==> src/rtl/evaluate_taper.sv <==
// Collects NUM_EVALS signed mg/eg pairs once every evaluator reports valid, sums them,
// tapers the sums by game phase and presents one saturated signed score until cleared.
module evaluate_taper #(
  parameter int EVAL_WIDTH  = 24,
  parameter int NUM_EVALS   = 4,
  parameter int PHASE_WIDTH = 5,
  parameter int PHASE_MAX   = 24
) (
  input  logic                            clk,
  input  logic                            reset,
  input  logic                            board_valid,
  input  logic                            clear_eval,
  input  logic [PHASE_WIDTH-1:0]          phase,
  input  logic [NUM_EVALS-1:0]            eval_valid_in,
  input  logic [NUM_EVALS*EVAL_WIDTH-1:0] eval_mg_in,
  input  logic [NUM_EVALS*EVAL_WIDTH-1:0] eval_eg_in,
  output logic [EVAL_WIDTH-1:0]           eval,
  output logic                            eval_valid
);

  localparam int ACC_W  = EVAL_WIDTH + $clog2(NUM_EVALS) + 1;
  localparam int PROD_W = ACC_W + PHASE_WIDTH + 2;
  localparam int IDX_W  = $clog2(NUM_EVALS + 1);

  localparam logic signed [PROD_W-1:0] SAT_MAX =
    {{(PROD_W-EVAL_WIDTH+1){1'b0}}, {(EVAL_WIDTH-1){1'b1}}};
  localparam logic signed [PROD_W-1:0] SAT_MIN =
    {{(PROD_W-EVAL_WIDTH+1){1'b1}}, {(EVAL_WIDTH-1){1'b0}}};

  typedef enum logic [2:0] {
    S_IDLE, S_WAIT, S_SUM, S_MUL, S_DIV, S_DONE
  } state_t;

  state_t                   state_q, state_d;
  logic [PHASE_WIDTH-1:0]   phase_q, phase_d;
  logic signed [ACC_W-1:0]  acc_mg_q, acc_mg_d;
  logic signed [ACC_W-1:0]  acc_eg_q, acc_eg_d;
  logic [IDX_W-1:0]         idx_q, idx_d;
  logic signed [PROD_W-1:0] prod_q, prod_d;
  logic [EVAL_WIDTH-1:0]    eval_q, eval_d;
  logic                     eval_valid_q, eval_valid_d;

  logic signed [EVAL_WIDTH-1:0] slot_mg, slot_eg;
  logic signed [PROD_W-1:0]     acc_mg_x, acc_eg_x, ph_x, ph_inv_x, quot;
  logic [PHASE_WIDTH-1:0]       phase_clamped;

  // Slot mux over the live inputs; evaluators hold them stable while summing.
  always_comb begin
    slot_mg = '0;
    slot_eg = '0;
    for (int i = 0; i < NUM_EVALS; i++) begin
      if (idx_q == IDX_W'(i)) begin
        slot_mg = eval_mg_in[i*EVAL_WIDTH +: EVAL_WIDTH];
        slot_eg = eval_eg_in[i*EVAL_WIDTH +: EVAL_WIDTH];
      end
    end
  end

  assign phase_clamped = (phase > PHASE_WIDTH'(PHASE_MAX)) ? PHASE_WIDTH'(PHASE_MAX) : phase;
  assign acc_mg_x      = PROD_W'(acc_mg_q);
  assign acc_eg_x      = PROD_W'(acc_eg_q);
  assign ph_x          = PROD_W'({1'b0, phase_q});
  assign ph_inv_x      = PROD_W'(PHASE_MAX) - ph_x;
  // Signed division truncates toward zero.
  assign quot          = prod_q / $signed(PROD_W'(PHASE_MAX));

  always_ff @(posedge clk) begin
    if (!reset) begin
      state_q      <= S_IDLE;
      phase_q      <= '0;
      acc_mg_q     <= '0;
      acc_eg_q     <= '0;
      idx_q        <= '0;
      prod_q       <= '0;
      eval_q       <= '0;
      eval_valid_q <= 1'b0;
    end else begin
      state_q      <= state_d;
      phase_q      <= phase_d;
      acc_mg_q     <= acc_mg_d;
      acc_eg_q     <= acc_eg_d;
      idx_q        <= idx_d;
      prod_q       <= prod_d;
      eval_q       <= eval_d;
      eval_valid_q <= eval_valid_d;
    end
  end

  always_comb begin
    state_d = state_q;
    if (clear_eval) begin
      state_d = S_IDLE;
    end else begin
      case (state_q)
        S_IDLE: if (board_valid) state_d = S_WAIT;
        S_WAIT: if (&eval_valid_in) state_d = S_SUM;
        S_SUM:  if (idx_q == IDX_W'(NUM_EVALS)) state_d = S_MUL;
        S_MUL:  state_d = S_DIV;
        S_DIV:  state_d = S_DONE;
        S_DONE: state_d = S_DONE;
        default: state_d = S_IDLE;
      endcase
    end
  end

  always_comb begin
    phase_d      = phase_q;
    acc_mg_d     = acc_mg_q;
    acc_eg_d     = acc_eg_q;
    idx_d        = idx_q;
    prod_d       = prod_q;
    eval_d       = eval_q;
    eval_valid_d = eval_valid_q;
    case (state_q)
      S_IDLE: if (board_valid) phase_d = phase_clamped;
      S_WAIT: begin
        if (&eval_valid_in) begin
          acc_mg_d = '0;
          acc_eg_d = '0;
          idx_d    = '0;
        end
      end
      // One extra SUM cycle with idx == NUM_EVALS closes the loop before MUL.
      S_SUM: begin
        if (idx_q < IDX_W'(NUM_EVALS)) begin
          acc_mg_d = acc_mg_q + ACC_W'(slot_mg);
          acc_eg_d = acc_eg_q + ACC_W'(slot_eg);
          idx_d    = idx_q + 1'b1;
        end
      end
      S_MUL: prod_d = acc_mg_x * ph_x + acc_eg_x * ph_inv_x;
      S_DIV: begin
        if (quot > SAT_MAX)      eval_d = SAT_MAX[EVAL_WIDTH-1:0];
        else if (quot < SAT_MIN) eval_d = SAT_MIN[EVAL_WIDTH-1:0];
        else                     eval_d = quot[EVAL_WIDTH-1:0];
        eval_valid_d = 1'b1;
      end
      default: ;
    endcase
    if (clear_eval) begin
      eval_d       = eval_q;
      eval_valid_d = 1'b0;
    end
  end

  assign eval       = eval_q;
  assign eval_valid = eval_valid_q;

endmodule

==> config.mk <==
export PLATFORM = sky130hd
export DESIGN_NAME = evaluate_taper
export DESIGN_NICKNAME = d
export VERILOG_FILES = /design/src/rtl/evaluate_taper.sv
export SDC_FILE = /design/constraint.sdc
export NUM_CORES = 1
export LEC_CHECK = 0
export BUFFER_PORTS_ARGS = -buffer_cell sky130_fd_sc_hd__clkbuf_2
export CAP_MARGIN = 20
export CELL_PAD_IN_SITES_DETAIL_PLACEMENT = 1
export CELL_PAD_IN_SITES_GLOBAL_PLACEMENT = 1
export CORE_MARGIN = 2
export CORE_UTILIZATION = 42
export DETAILED_ROUTE_END_ITERATION = 12
export PLACE_DENSITY = 0.88
export SYNTH_ARGS = -nofsm -noshare
export SYNTH_HDL_FRONTEND = slang
export SYNTH_SLANG_ARGS = --single-unit
==> constraint.sdc <==
create_clock -name clk -period 9.75 [get_ports clk]
set_input_delay 0.4875 -clock clk [delete_from_list [all_inputs] [get_ports clk]]
set_output_delay 0.4875 -clock clk [all_outputs]
set_load 0.01 [all_outputs]
==> reports/qor.txt <==
IO buf count = 229
Num CTS Buffers = 17
# rows = 85
Die Y = 239 um
Via Count = 24200
Relative slew slack = 21.3%
Distinct cell type count of the synthesized netlist = 113
Crit path largest cell delay = 0.42 ns
Cell Area, Placed = 0.0264 mm2
CP endpoint kind = flip-flop
Initial Util = 42.7%
Fin nets = 3911
Yosys warns = 0
Unrepaired setup endpoints after global routing = true
Fmax = 98.9 MHz
Share of layout cells above drive strength 1 = 23.1%
Largest net degree at the start of global routing = 99
Clock sink count = 124
Final Hold Vio Count = 0
Area Overhead vs Synth = 21.6%
Wirelength per Cell = 23.3 um
Max-cap violation count = 0
Final Skew = 0.0175 ns
N_diodes = 0
Mean post-synth cell area = 7.91 um2
Failing checks = setup timing
Worst-path fanout max = 7
Max IR drop VDD = 0.000156 V
Number of synthesized register bits = 124
Syn_nets = 3544
Main synth FF type = dfxtp_1
Slew Limit Fails = 0
Worst Tran Pin Value = 1.18 ns
Clock Latency Late Sink = 0.50 ns
Core ar. = 0.0541 mm2
Critical Path RT = 10.15 ns
Tot GR Track Use = 31.4%
Top area cells in the synthesized netlist = fa_1, dfxtp_1, ha_1
Clock Pin Slew Worst Setup and Hold Paths = 0.07 ns
DRC = 0
Post-Route WL = 92900 um
CTS root buffer = clkbuf_16
ANT nets after route = 0
Largest family of logic cells by synthesized area = adder cells
DR iter-0 viols = 1585
Total power draw = 1.44 mW
Setup TNS = -4.50 ns
Synth Area in Simple Gates = 21.1%
First-pass DRT Iterations = 6
Hpwl dp = 69900 um
First-pass GRT wire length = 141000 um
Synth Area in XOR/XNOR = 5.87%
Post-synthesis mux area share = 0.465%
Min-Delay Path Class = in -> reg
Routed vias/inst = 6.04
Grt ovf = 0
Crit-path most repeated cell = buf_4
CTS max path bufs = 2
Final WS setup = -0.358 ns
Initial antenna violation count = 0
Post-synthesis sequential area ratio = 10.7%
Area leader, netlist = fa_1
Fraction of registers with async set/reset = 0%
Leak = 13.5 nW
Syn Inst Count = 2921
Period minus WS final = 10.11 ns
Status = finished with violations
CTS H-tree lvls = 4
Final setup fails = 23
Placer Congestion = 0.927
Post-synth top area share = 22.3%
Mapped Area = 0.0231 mm2
CTS tree = done
Die X = 239 um
Hold_buf cts = 0
Synthesized-area fraction occupied by adder cells = 31.0%
Count leader, synth = nand2_1
Max stage delay cell, worst path = o31ai_2
Full die area = 0.0569 mm2
Most common library cells after synthesis = nand2_1, inv_1, fa_1, o21ai_0, and2_1
Post-synth EDFFs = 0
Worst Path Arrival = 10.50 ns
Pwr/cell area = 51.2 mW/mm2
Dpl ws = -0.397 ns
Critical path type = reg -> reg
Final period utilization = 104%
CP startpoint kind = flip-flop
Vias in the first global route = 26300
Synth Area in Compound Gates = 22.7%
Ports = 230
Finished Cell Area = 0.0281 mm2
[final timing paths]
path	slack (ns)	startpoint	depth (start not counted)	to
max reg2reg	-0.36	prod_q[1]	48	eval[12]
max	-0.36	prod_q[1]	48	eval[12]
min	0.27	phase[1]	3	phase_q[1]
min reg2reg	0.48	eval[23]	2	eval[23]
[kinds of logic (layout without fill, tap and decap cells)]
| logic type | count (synthesis) | after routing |
|---|---|---|
| adder cells (fa/ha/maj) | 418 | 418 |
| AO/OA/AOI/OAI | 765 | 765 |
| AND/OR/NAND/NOR | 966 | 966 |
| flip-flops | 124 | 124 |
| multiplexers | 10 | 10 |
| buffers and inverters | 483 | 862 |
| XOR/XNOR | 155 | 155 |
[layer usage]
metal	global-route usage (%)	wire [um]
met1	34.6	34700
met2	57.1	47100
met3	5.00	5350
met4	17.9	5780
met5	0	0
[worst max-delay path: cells and delay by family (launching register included)]
family / cells / cell delay, ns
AO/OA/AOI/OAI: 19 / 4.54
XOR/XNOR: 1 / 0.36
adder cells (fa/ha/maj): 2 / 0.41
buffers and inverters: 14 / 2.25
flip-flops: 1 / 0.34
multiplexers: 2 / 0.43
AND/OR/NAND/NOR: 10 / 1.61
[metrics by stage]
| stage | util [%] | hold WS, ns | instances |
|---|---|---|---|
| 2_1_floorplan | - | 0.470 | 2921 |
| 3_3_place_gp | 48.7 | 0.460 | 3929 |
| 3_5_place_dp | 48.7 | 0.487 | 3929 |
| 4_1_cts | 50.2 | 0.254 | 3968 |
| 5_1_grt | 51.9 | 0.298 | 3996 |
| 6_report | 51.9 | 0.272 | 3996 |
[flip-flops by register name (all words and copies together) (netlist names)]
name / cells
acc_mg_q: 27
state_q: 3
phase_q: 5
eval: 24
eval_valid: 1
prod_q: 34
idx_q: 3
acc_eg_q: 27
[placed cells by master, fill, tap and decap left out, types with 9 or more instances in the layout]
cell,synthesis,final
buf_4,6,255
nor3_1,49,39
nor2_1,132,127
o21ai_0,235,229
a21boi_0,27,27
xor2_1,48,45
ha_1,161,157
fa_1,257,257
a221oi_1,12,9
a22oi_1,40,39
o21ai_1,10,9
o211ai_1,10,10
a21oi_1,154,126
nand4_1,11,11
nand2_2,1,14
dfxtp_1,124,119
nand2_1,366,346
a21o_1,15,15
buf_6,4,15
o31ai_1,19,15
or2_2,33,32
inv_1,327,325
nor2b_1,66,64
nand2b_1,9,9
o31a_1,17,17
a221o_1,45,45
and2_1,175,174
nand3_1,40,34
a21oi_2,1,28
xnor2_1,107,104
o21bai_1,37,37
clkbuf_16,0,18
or3_1,19,18
a211oi_1,15,13
a31oi_1,17,12
o22ai_1,12,11
clkbuf_2,1,228
[area by class of cell]
type                       instances  area (um2)
inverter                         327        1230
clock buffer                      24         492
clock inverter                     7         135
timing repair buffer             504        3330
sequential                       124        2490
fill                            6538       26000
tap                              696         871
multi-input combinational       2314       19600
[where the power goes]
part | internal, mW | switching (mW) | total, mW
Sequential | 0.508 | 0.00520 | 0.513
Clock | 0.451 | 0.286 | 0.737
Combinational | 0.0806 | 0.109 | 0.190
[timing repair]
item	in CTS	in global routing
setup endpoints to repair	24	28
cloned	1	1
setup buffers	7	26
gates resized for setup	28	160
pin swaps	12	60
Power figures use the tool's default switching activity.
